==> src/rtl/pipelined_mem_arbiter_n_pkg.sv <==
// Shared types and helpers for the N-channel SDRAM arbiter (package mem_arb_pkg).
package mem_arb_pkg;

  typedef enum logic [0:0] {
    ARB_IDLE = 1'b0,
    ARB_BUSY = 1'b1
  } arb_state_e;

  localparam int unsigned AGE_LIMIT_DEFAULT = 12;

  // Index width for n items, never narrower than one bit.
  function automatic int unsigned idx_w(input int unsigned n);
    return (n > 1) ? $clog2(n) : 1;
  endfunction

endpackage

==> src/rtl/pipelined_mem_arbiter_n_if.sv <==
// SDRAM-side bus of the arbiter; master = arbiter, slave = SDRAM controller.
interface pipelined_mem_arbiter_n_if #(
  parameter int unsigned ADDR_W = 19,
  parameter int unsigned DATA_W = 16
) ();

  logic [ADDR_W:1]     sdram_m_addr;
  logic [DATA_W-1:0]   sdram_m_data_out;
  logic [DATA_W-1:0]   sdram_m_data_in;
  logic                sdram_m_access;
  logic                sdram_m_ack;
  logic                sdram_m_wr_en;
  logic [DATA_W/8-1:0] sdram_m_bytesel;

  modport master (
    output sdram_m_addr, sdram_m_data_out, sdram_m_access, sdram_m_wr_en, sdram_m_bytesel,
    input  sdram_m_data_in, sdram_m_ack
  );

  modport slave (
    input  sdram_m_addr, sdram_m_data_out, sdram_m_access, sdram_m_wr_en, sdram_m_bytesel,
    output sdram_m_data_in, sdram_m_ack
  );

endinterface

==> src/rtl/pipelined_mem_arbiter_n_rr_pick.sv <==
// Combinational find-first-set over N request bits, searching upward from ptr_i with wrap.
module rr_pick
  import mem_arb_pkg::*;
#(
  parameter int unsigned N    = 4,
  parameter int unsigned IdxW = idx_w(N)
) (
  input  logic [N-1:0]    req_i,
  input  logic [IdxW-1:0] ptr_i,
  output logic [IdxW-1:0] idx_o,
  output logic            found_o
);

  always_comb begin
    int unsigned j;
    j       = 0;
    idx_o   = '0;
    found_o = 1'b0;
    for (int unsigned k = 0; k < N; k++) begin
      j = (int'(ptr_i) + k) % N;
      if (!found_o && req_i[j]) begin
        found_o = 1'b1;
        idx_o   = IdxW'(j);
      end
    end
  end

endmodule

==> src/rtl/pipelined_mem_arbiter_n.sv <==
// N-channel SDRAM arbiter: starvation guard, then real-time mask, then round-robin.
// Optional I-cache invalidation tap enabled by defining ARB_ICACHE_INVAL_EN.
module pipelined_mem_arbiter_n
  import mem_arb_pkg::*;
#(
  parameter int unsigned       NUM_CH    = 4,
  parameter int unsigned       ADDR_W    = 19,
  parameter int unsigned       DATA_W    = 16,
  parameter int unsigned       AGE_W     = 4,
  parameter int unsigned       AGE_LIMIT = AGE_LIMIT_DEFAULT,
  parameter logic [NUM_CH-1:0] RT_MASK   = NUM_CH'(4'b0010)
) (
  input  logic                         clk,
  input  logic                         reset_n,
  input  logic [NUM_CH*ADDR_W-1:0]     ch_addr,
  input  logic [NUM_CH*DATA_W-1:0]     ch_data_out,
  output logic [NUM_CH*DATA_W-1:0]     ch_data_in,
  input  logic [NUM_CH-1:0]            ch_access,
  output logic [NUM_CH-1:0]            ch_ack,
  input  logic [NUM_CH-1:0]            ch_wr_en,
  input  logic [NUM_CH*DATA_W/8-1:0]   ch_bytesel,
  input  logic [NUM_CH-1:0]            rt_active,
  pipelined_mem_arbiter_n_if.master    sdram,
  output logic [idx_w(NUM_CH)-1:0]     grant_id,
  output logic                         icache_inval_valid,
  output logic [ADDR_W:1]              icache_inval_addr
);

  localparam int unsigned IDX_W = idx_w(NUM_CH);
  localparam int unsigned BE_W  = DATA_W / 8;
  localparam logic [AGE_W-1:0] AGE_MAX = '1;

  arb_state_e                state_q, state_d;
  logic [IDX_W-1:0]          grant_q, grant_d;
  logic [IDX_W-1:0]          last_q, last_d;
  logic [ADDR_W:1]           addr_q, addr_d;
  logic [DATA_W-1:0]         wdata_q, wdata_d;
  logic                      wr_q, wr_d;
  logic [BE_W-1:0]           be_q, be_d;
  logic [NUM_CH-1:0]         ack_q, ack_d;
  logic [NUM_CH*DATA_W-1:0]  din_q, din_d;
  logic [AGE_W-1:0]          age_q [NUM_CH];
  logic [AGE_W-1:0]          age_d [NUM_CH];

  logic [NUM_CH-1:0] eligible, starving, rt_req;
  logic [IDX_W-1:0]  rr_ptr, starve_idx, rt_idx, rr_idx, win;
  logic              starve_found, rt_found, rr_found;
  logic              done;

  // The channel acked this cycle still shows ch_access high; keep it out of the next grant.
  assign eligible = ch_access & ~ack_q;
  assign rt_req   = eligible & rt_active & RT_MASK;
  assign rr_ptr   = (last_q == IDX_W'(NUM_CH - 1)) ? '0 : last_q + 1'b1;
  assign done     = (state_q == ARB_BUSY) && sdram.sdram_m_ack;

  always_comb begin
    starving = '0;
    for (int i = 0; i < NUM_CH; i++) begin
      starving[i] = eligible[i] && (int'(age_q[i]) >= int'(AGE_LIMIT));
    end
  end

  rr_pick #(.N(NUM_CH), .IdxW(IDX_W)) u_pick_starve (
    .req_i   (starving),
    .ptr_i   ('0),
    .idx_o   (starve_idx),
    .found_o (starve_found)
  );

  rr_pick #(.N(NUM_CH), .IdxW(IDX_W)) u_pick_rt (
    .req_i   (rt_req),
    .ptr_i   ('0),
    .idx_o   (rt_idx),
    .found_o (rt_found)
  );

  rr_pick #(.N(NUM_CH), .IdxW(IDX_W)) u_pick_rr (
    .req_i   (eligible),
    .ptr_i   (rr_ptr),
    .idx_o   (rr_idx),
    .found_o (rr_found)
  );

  always_comb begin
    if (starve_found)  win = starve_idx;
    else if (rt_found) win = rt_idx;
    else               win = rr_idx;
  end

  always_comb begin
    state_d = state_q;
    grant_d = grant_q;
    last_d  = last_q;
    addr_d  = addr_q;
    wdata_d = wdata_q;
    wr_d    = wr_q;
    be_d    = be_q;
    ack_d   = '0;
    din_d   = din_q;
    age_d   = age_q;
    unique case (state_q)
      ARB_IDLE: begin
        if (rr_found) begin
          state_d = ARB_BUSY;
          grant_d = win;
          addr_d  = ch_addr[win*ADDR_W +: ADDR_W];
          wdata_d = ch_data_out[win*DATA_W +: DATA_W];
          wr_d    = ch_wr_en[win];
          be_d    = ch_bytesel[win*BE_W +: BE_W];
        end
      end
      ARB_BUSY: begin
        if (sdram.sdram_m_ack) begin
          state_d                         = ARB_IDLE;
          ack_d[grant_q]                  = 1'b1;
          din_d[grant_q*DATA_W +: DATA_W] = sdram.sdram_m_data_in;
          last_d                          = grant_q;
          for (int i = 0; i < NUM_CH; i++) begin
            if (IDX_W'(i) == grant_q) begin
              age_d[i] = '0;
            end else if (ch_access[i] && (age_q[i] != AGE_MAX)) begin
              age_d[i] = age_q[i] + 1'b1;
            end
          end
        end
      end
      default: state_d = ARB_IDLE;
    endcase
  end

  always_ff @(posedge clk) begin
    if (!reset_n) begin
      state_q <= ARB_IDLE;
      grant_q <= '0;
      last_q  <= IDX_W'(NUM_CH - 1);
      addr_q  <= '0;
      wdata_q <= '0;
      wr_q    <= 1'b0;
      be_q    <= '0;
      ack_q   <= '0;
      din_q   <= '0;
      for (int i = 0; i < NUM_CH; i++) age_q[i] <= '0;
    end else begin
      state_q <= state_d;
      grant_q <= grant_d;
      last_q  <= last_d;
      addr_q  <= addr_d;
      wdata_q <= wdata_d;
      wr_q    <= wr_d;
      be_q    <= be_d;
      ack_q   <= ack_d;
      din_q   <= din_d;
      age_q   <= age_d;
    end
  end

  assign sdram.sdram_m_access   = (state_q == ARB_BUSY);
  assign sdram.sdram_m_addr     = addr_q;
  assign sdram.sdram_m_data_out = wdata_q;
  assign sdram.sdram_m_wr_en    = wr_q;
  assign sdram.sdram_m_bytesel  = be_q;
  assign ch_ack                 = ack_q;
  assign ch_data_in             = din_q;
  assign grant_id               = grant_q;

`ifdef ARB_ICACHE_INVAL_EN
  logic            inval_q, inval_d;
  logic [ADDR_W:1] inval_addr_q, inval_addr_d;

  // Pulse alongside ch_ack for any completed write.
  always_comb begin
    inval_d      = done && wr_q;
    inval_addr_d = inval_d ? addr_q : '0;
  end

  always_ff @(posedge clk) begin
    if (!reset_n) begin
      inval_q      <= 1'b0;
      inval_addr_q <= '0;
    end else begin
      inval_q      <= inval_d;
      inval_addr_q <= inval_addr_d;
    end
  end

  assign icache_inval_valid = inval_q;
  assign icache_inval_addr  = inval_addr_q;
`else
  logic unused_done;
  assign unused_done        = done;
  assign icache_inval_valid = 1'b0;
  assign icache_inval_addr  = '0;
`endif

endmodule

==> src/flat_wrapper.sv <==
// flat-port wrapper written by rule: the top's interface ports become plain ports
module pipelined_mem_arbiter_n_flat import mem_arb_pkg::*;
#(
  parameter int unsigned       NUM_CH    = 4,
  parameter int unsigned       ADDR_W    = 19,
  parameter int unsigned       DATA_W    = 16,
  parameter int unsigned       AGE_W     = 4,
  parameter int unsigned       AGE_LIMIT = AGE_LIMIT_DEFAULT,
  parameter logic [NUM_CH-1:0] RT_MASK   = NUM_CH'(4'b0010)
)
  (clk, reset_n, ch_addr, ch_data_out, ch_data_in, ch_access, ch_ack, ch_wr_en, ch_bytesel, rt_active, grant_id, icache_inval_valid, icache_inval_addr, sdram_sdram_m_addr, sdram_sdram_m_data_out, sdram_sdram_m_access, sdram_sdram_m_wr_en, sdram_sdram_m_bytesel, sdram_sdram_m_data_in, sdram_sdram_m_ack);
  pipelined_mem_arbiter_n_if #(.ADDR_W(ADDR_W), .DATA_W(DATA_W)) sdram_i ();
  input  logic clk;
  input  logic reset_n;
  input  logic [NUM_CH*ADDR_W-1:0] ch_addr;
  input  logic [NUM_CH*DATA_W-1:0] ch_data_out;
  output logic [NUM_CH*DATA_W-1:0] ch_data_in;
  input  logic [NUM_CH-1:0] ch_access;
  output logic [NUM_CH-1:0] ch_ack;
  input  logic [NUM_CH-1:0] ch_wr_en;
  input  logic [NUM_CH*DATA_W/8-1:0] ch_bytesel;
  input  logic [NUM_CH-1:0] rt_active;
  output logic [idx_w(NUM_CH)-1:0] grant_id;
  output logic icache_inval_valid;
  output logic [ADDR_W:1] icache_inval_addr;
  output wire logic [$bits(sdram_i.sdram_m_addr)-1:0] sdram_sdram_m_addr;
  output wire logic [$bits(sdram_i.sdram_m_data_out)-1:0] sdram_sdram_m_data_out;
  output wire logic [$bits(sdram_i.sdram_m_access)-1:0] sdram_sdram_m_access;
  output wire logic [$bits(sdram_i.sdram_m_wr_en)-1:0] sdram_sdram_m_wr_en;
  output wire logic [$bits(sdram_i.sdram_m_bytesel)-1:0] sdram_sdram_m_bytesel;
  input wire logic [$bits(sdram_i.sdram_m_data_in)-1:0] sdram_sdram_m_data_in;
  input wire logic [$bits(sdram_i.sdram_m_ack)-1:0] sdram_sdram_m_ack;
  assign sdram_sdram_m_addr = sdram_i.sdram_m_addr;
  assign sdram_sdram_m_data_out = sdram_i.sdram_m_data_out;
  assign sdram_sdram_m_access = sdram_i.sdram_m_access;
  assign sdram_sdram_m_wr_en = sdram_i.sdram_m_wr_en;
  assign sdram_sdram_m_bytesel = sdram_i.sdram_m_bytesel;
  assign sdram_i.sdram_m_data_in = sdram_sdram_m_data_in;
  assign sdram_i.sdram_m_ack = sdram_sdram_m_ack;
  pipelined_mem_arbiter_n #(.NUM_CH(NUM_CH), .ADDR_W(ADDR_W), .DATA_W(DATA_W), .AGE_W(AGE_W), .AGE_LIMIT(AGE_LIMIT), .RT_MASK(RT_MASK)) u_core (.clk(clk), .reset_n(reset_n), .ch_addr(ch_addr), .ch_data_out(ch_data_out), .ch_data_in(ch_data_in), .ch_access(ch_access), .ch_ack(ch_ack), .ch_wr_en(ch_wr_en), .ch_bytesel(ch_bytesel), .rt_active(rt_active), .sdram(sdram_i), .grant_id(grant_id), .icache_inval_valid(icache_inval_valid), .icache_inval_addr(icache_inval_addr));
endmodule
==> config.mk <==
export PLATFORM = sky130hd
export DESIGN_NAME = pipelined_mem_arbiter_n_flat
export DESIGN_NICKNAME = d
export VERILOG_FILES = /design/src/rtl/pipelined_mem_arbiter_n_pkg.sv /design/src/rtl/pipelined_mem_arbiter_n_if.sv /design/src/rtl/pipelined_mem_arbiter_n_rr_pick.sv /design/src/rtl/pipelined_mem_arbiter_n.sv /design/src/flat_wrapper.sv
export SDC_FILE = /design/constraint.sdc
export NUM_CORES = 1
export LEC_CHECK = 0
export ABC_CLOCK_PERIOD_IN_PS = 2400
export CAP_MARGIN = 25
export CORE_ASPECT_RATIO = 0.6
export CORE_MARGIN = 2
export CORE_UTILIZATION = 51
export DETAILED_ROUTE_END_ITERATION = 10
export DONT_BUFFER_PORTS = 1
export PLACE_DENSITY = 0.69
export SLEW_MARGIN = 20
export SYNTH_ARGS = -nofsm -noshare
export SYNTH_HDL_FRONTEND = slang
export SYNTH_SLANG_ARGS = --single-unit
export TNS_END_PERCENT = 1
==> constraint.sdc <==
create_clock -name clk -period 2.4 [get_ports clk]
set_input_delay 0.24 -clock clk [delete_from_list [all_inputs] [get_ports clk]]
set_output_delay 0.24 -clock clk [all_outputs]
set_load 0.005 [all_outputs]
## Word-level counts from Yosys, hierarchy flattened

Cells that the tools add are included.

- $lt $le $gt $ge: 11
- Bitwise logic cells: 4
- Div/mod/pow operators: 0
- $add $sub $neg: 9
- Equal/unequal tests: 8
- Reductions and logical operators: 33
- Multiplexer cells: 44
- Multipliers: 1
- Shift operators: 5

Operator list:

| cell | number |
|---|---|
| 76-bit by 8-bit indexed part select with 19-bit output | 1 |
| 64-bit bitwise mux | 1 |
| 16-bit by 34-bit variable shift with 64-bit output, first input constant | 1 |
| 16-bit by 34-bit indexed part select with 64-bit output | 1 |
| 64-bit by 7-bit indexed part select with 16-bit output | 1 |
| 6-bit negator with 34-bit output | 1 |
| 4-bit two-way mux | 8 |
| 1-bit two-way mux | 19 |
| 2-bit by 3-bit less-than comparator with 1-bit output, second input constant | 6 |
| 2-bit two-way mux | 9 |
| 4-bit by 1-bit adder with 4-bit output, second input constant | 4 |
| 4-bit greater-or-equal comparator, second input constant | 4 |
| 4-bit inequality test, second input constant | 4 |
| 1-bit logical AND | 15 |
| 3-bit AND reduction | 5 |
| 1-bit binary-select mux with 2-bit select | 5 |
| 2-bit nonzero test | 4 |
| 8-bit by 4-bit indexed part select with 2-bit output | 1 |
| 2-bit by 5-bit multiplier with 7-bit output, second input constant | 1 |
| 1-bit logical NOT | 6 |
| 2-bit by 1-bit adder with 2-bit output, second input constant | 2 |
| 2-bit adder, second input constant | 2 |
| 4-bit AND | 1 |
| 2-bit equality test, first input constant | 2 |
| other kinds (10) | 11 |

- Output and inout bits: 129
- Memory bits (read-only): 0
- Flip-flop bits (word level): 127
- Bits in writable memories: 0
- Memories kept: 0
- Latch bits: 0
- Word-level logic and storage cells: 128

## Longest topological paths before layout

- Depth in word-level cells: 18
- Depth in mapped cells: 10
- Mapped depth without buffers: 7

## Cells and area by module

A second synthesis with hierarchy kept.

- Cell total of the unflattened synthesis: 639
- Area total of the unflattened synthesis: 6,168.4 µm²

Modules (own cells, without submodules):

| module | seq. area each (µm²) | area an instance (µm²) | cells an instance | instances |
|---|---|---|---|---|
| pipelined_mem_arbiter_n | 2,542.4 | 5,935.7 | 594 | 1 |
| rr_pick | 0.0 | 77.6 | 15 | 3 |

## Worst setup path after synthesis

No wires, ideal clock.

- Path kind: register -> register
- From: reg u_core.last_q[0]
- To: reg u_core.addr_q, in the netlist u_core.sdram.sdram_m_addr[13]
- Library setup time: 0.134 ns
- Path buffers: 3
- Path slack: 0.182 ns
- Data arrival time: 2.084 ns
- Stages on the path, launching flop included: 11
- Data required time: 2.266 ns
- Path through: dfxtp_1 > ha_1 > nand3b_1 > a2111oi_2 > o31ai_1 > and4_1 > buf_6 > buf_6 > buf_6 > a32oi_1 > o211ai_1

- Word-level cells in the longest chain between the ends: 18

Ends and longest elaborated chain:

| what | RTL line | source |
|---|---|---|
| from (decl) | pipelined_mem_arbiter_n.sv:35 | `logic [IDX_W-1:0] last_q, last_d;` |
| from (signal assigned) | pipelined_mem_arbiter_n.sv:135 | `last_q <= IDX_W'(NUM_CH - 1);` |
| from (signal assigned) | pipelined_mem_arbiter_n.sv:146 | `last_q <= last_d;` |
| 2-bit by 1-bit adder with 2-bit output or 2-bit equality test (tied branches) | pipelined_mem_arbiter_n.sv:53 | `assign rr_ptr = (last_q == IDX_W'(NUM_CH - 1)) ? '0 : last_q + 1'b1;` |
| 2-bit two-way mux * | pipelined_mem_arbiter_n.sv:53 |  |
| parallel branches: the longest is 16 deep, another holds 2-bit by 1-bit adder with 2-bit output | - |  |
| to (signal assigned) | pipelined_mem_arbiter_n.sv:147 | `addr_q <= addr_d;` |
| to (decl) | pipelined_mem_arbiter_n.sv:36 | `logic [ADDR_W:1] addr_q, addr_d;` |

Every way passes the cells marked *. The select of a mux whose other input is x is not followed.
A chain may end at the register's enable or synchronous reset.

## Worst setup path in the final report

- From: reg u_core.last_q[0]
- To: reg u_core.addr_q, in the netlist u_core.sdram.sdram_m_addr[9]

Same word-level chain as after synthesis.

==> flow_metrics.tcl <==
set metrics [dict create \
    synth_top_family_by_area "compound AO/OA/AOI/OAI gates" \
    nNetsFinal 863 \
    grt_usage_pct 25.33 \
    grt_pass1_wl_um 24960 \
    core-area_um2 11370 \
    period_needed_ns 2.306 \
    dieHeight_um 87.82 \
    slew_viol_final 0 \
    num_rows 30 \
    synthCells 616 \
    pre_cts_ws_ns 0.01026 \
    antenna_found_initial 0 \
    dp_hpwl_um 11720 \
    crit_family "compound AO/OA/AOI/OAI gates" \
    cts-buffers-inserted 17 \
    io_buffers 0 \
    vias 5333 \
    synthFlopType "dfxtp_1" \
    synthSimpleGateAreaFrac_pct 17.26 \
    synth-edff-count 0 \
    final_cell_mix "dfxtp_1 (127), nor2b_1 (72), a22oi_1 (64)" \
    synth-seq-area-share_pct 42.57 \
    worstHoldStart "ch_addr[63]" \
    cp_cell_sequence "ha_4 -> nand3b_1 -> a21boi_2 -> o311ai_2 -> and4_4 -> buf_12 -> mux2i_1 -> o211ai_1" \
    required_ns 2.67 \
    crit_type "register to register" \
    synth_compound_area_share_pct 22.65 \
    yosys_warnings 0 \
    tns_ns 0 \
    grt_max_degree 77 \
    syn_area_per_cell_um2 9.695 \
    drt-total-wl_um 18360 \
    drive_gt1_share_pct 11.40 \
    startpoint_type "register" \
    start_util_pct 52.51 \
    gp_congestion 0.8196 \
    synth_xor_area_share_pct 1.320 \
    crit_fanout 8 \
    vias_per_cell 6.319 \
    drt_iter0_markers 408 \
    place_area_um2 6088 \
    area_delta_synth_final_pct 24.87 \
    status "complete, no violations" \
    hp-class "input port to register" \
    dieArea_um2 12620 \
    die_width_um 143.7 \
    path_clk_slew_ns 0.06 \
    final_area_um2 7457 \
    netlist-cell-type-count 43 \
    clock_skew_ns 0.01055 \
    clock_sinks 127 \
    max_freq_ghz 0.4336 \
    crit_buf_inv 1 \
    leakage_nw 2.603 \
    end_kind "register" \
    remaining_drc_errors 0 \
    synth-adder-area-share_pct 2.724 \
    synth_mux_area_share_pct 6.369 \
    r2r-end "u_core.sdram.sdram_m_addr[9]" \
    r2r_slack_ns 0.09 \
    h-tree-depth 4 \
    crit_arrival_ns 2.58 \
    worstRegToRegCells 8 \
    ir_drop_v 0.0004632 \
    firstDrtPassIters 5 \
    whs_endpoint "u_core.sdram.sdram_m_addr[7]" \
    clk_latency_ns 0.42 \
    cap_viol_max_count 0 \
    grt-ovfl-total 0 \
    layout_commonest_cell "dfxtp_1" \
    p_per_area_nw_per_um2 750.6 \
    max_stage_delay_ns 0.44 \
    wire_per_inst_um 21.75 \
    tritoncts "built" \
    synth-seq-cells 127 \
    whs_path_depth 2 \
    cts_root_buffer "clkbuf_16" \
    asyncSetResetFlopFracSynth_pct 0 \
    grt_pass1_vias 4768 \
    r2r_start "u_core.last_q[0]" \
    period_share_pct 96.09 \
    diodes 0 \
    synth_area_um2 5972 \
    setup_viol 0 \
    setup_ws_ns 0.09384 \
    ant_nets 0 \
    finalHoldViolCount 0 \
    io_pins 308 \
    cts_buffer_depth 2 \
    cp_slowest_cell "and4_4" \
]
per-stage QoR:
step           hold WS [ns]  cells  util [%]  power (mW)
2_1_floorplan        0.3899    635         -       2.868
3_5_place_dp         0.3607    747     53.53       2.982
6_report           0.007555    844     65.57       5.597
4_1_cts          0.00006359    833     63.29       5.476
3_3_place_gp         0.3605    747     53.53       2.954
5_1_grt            0.002796    844     65.57       5.792
power by group:
group	switching (mW)	total, mW	leakage [nW]	internal, mW
logic	0.448	0.849	1.30	0.401
registers	0.111	2.34	1.03	2.23
clock network	1.05	2.41	0.266	1.36
total	1.61	5.60	2.60	3.99
what timing repair did:
action / CTS / global route
buffers inserted: 0 / 2
hold buffers: 54 / 1
gates resized for setup: 0 / 14
hold endpoints to repair: 110 / 1
setup endpoints to repair: 0 / 38
synth_stat cells, types with 2 or more instances:
master    instances  area share [%]
nor2b_1          73             7.6
nor3b_1           3            0.38
xor2_1            8             1.2
nor2_1           13            0.82
nor4b_2           2            0.50
nand2_1          18             1.1
a31oi_1           5            0.52
a22oi_1          64             8.0
buf_6             6             1.1
nand3b_1          3            0.38
dfxtp_1         127              43
o21ai_0           5            0.42
a32oi_1          41             6.0
buf_4            24             3.0
o211ai_1         40             5.0
clkbuf_1         32             2.0
ha_1             13             2.7
and3_1            4            0.42
buf_2             6            0.50
a21oi_1          13             1.1
and2b_1           2            0.25
and2_1            2            0.21
mux2i_1          38             6.4
nand3_1          39             3.3
nand4_1           6            0.63
nor4_2            2            0.42
inv_1             6            0.38
a21boi_0          2            0.25
nand4b_1          2            0.29
nand2b_1          4            0.42
state kept, by name (all words and copies together) (netlist names):
name and flops:
u_core.ch_data_in 64, u_core.sdram.sdram_m_addr 19, u_core.age_q 16, u_core.sdram.sdram_m_data_out 16, u_core.ch_ack 4, u_core.grant_id 2
u_core.last_q 2, u_core.sdram.sdram_m_bytesel 2, u_core.sdram.sdram_m_access 1, u_core.sdram.sdram_m_wr_en 1
cells by family after synthesis:
kind of cell	Yosys count
AO/OA/AOI/OAI	177
multiplexers	38
other	1
buffers and inverters	74
AND/OR/NAND/NOR	177
XOR/XNOR	9
adder cells (fa/ha/maj)	13
flip-flops	127
area by class of cell:
cell class | instances | area (um^2)
clock inverters | 14 | 122.6
multi-input cells | 434 | 3179
well taps | 160 | 200.2
repair buffers | 85 | 960.9
flip-flops and latches | 127 | 2542
fillers | 889 | 3916
clock buffers | 18 | 429.2
inverters | 6 | 22.52
layer usage:
layer	share of wire, %	vias to the layer above	GRT usage (%)
li1	-	2406	-
met1	43	2610	33.52
met2	48	291	40.52
met3	8.4	26	7.217
met4	1.2	0	7.932
met5	0	-	0
worst max path at each step:
stage	start	end	slack, ns	cells after the start
after floorplan	u_core.last_q[0]	u_core.sdram.sdram_m_addr[13]	0.18	10
after global placement	u_core.last_q[0]	u_core.sdram.sdram_m_data_out[15]	0.15	8
after detailed placement	u_core.last_q[0]	u_core.sdram.sdram_m_data_out[9]	0.01	8
after CTS	u_core.last_q[0]	u_core.sdram.sdram_m_data_out[9]	0.01	8
after global routing	u_core.last_q[0]	u_core.sdram.sdram_m_addr[2]	-0.03	9
final	u_core.last_q[0]	u_core.sdram.sdram_m_addr[9]	0.09	8
(Power assumes the default switching activity.)
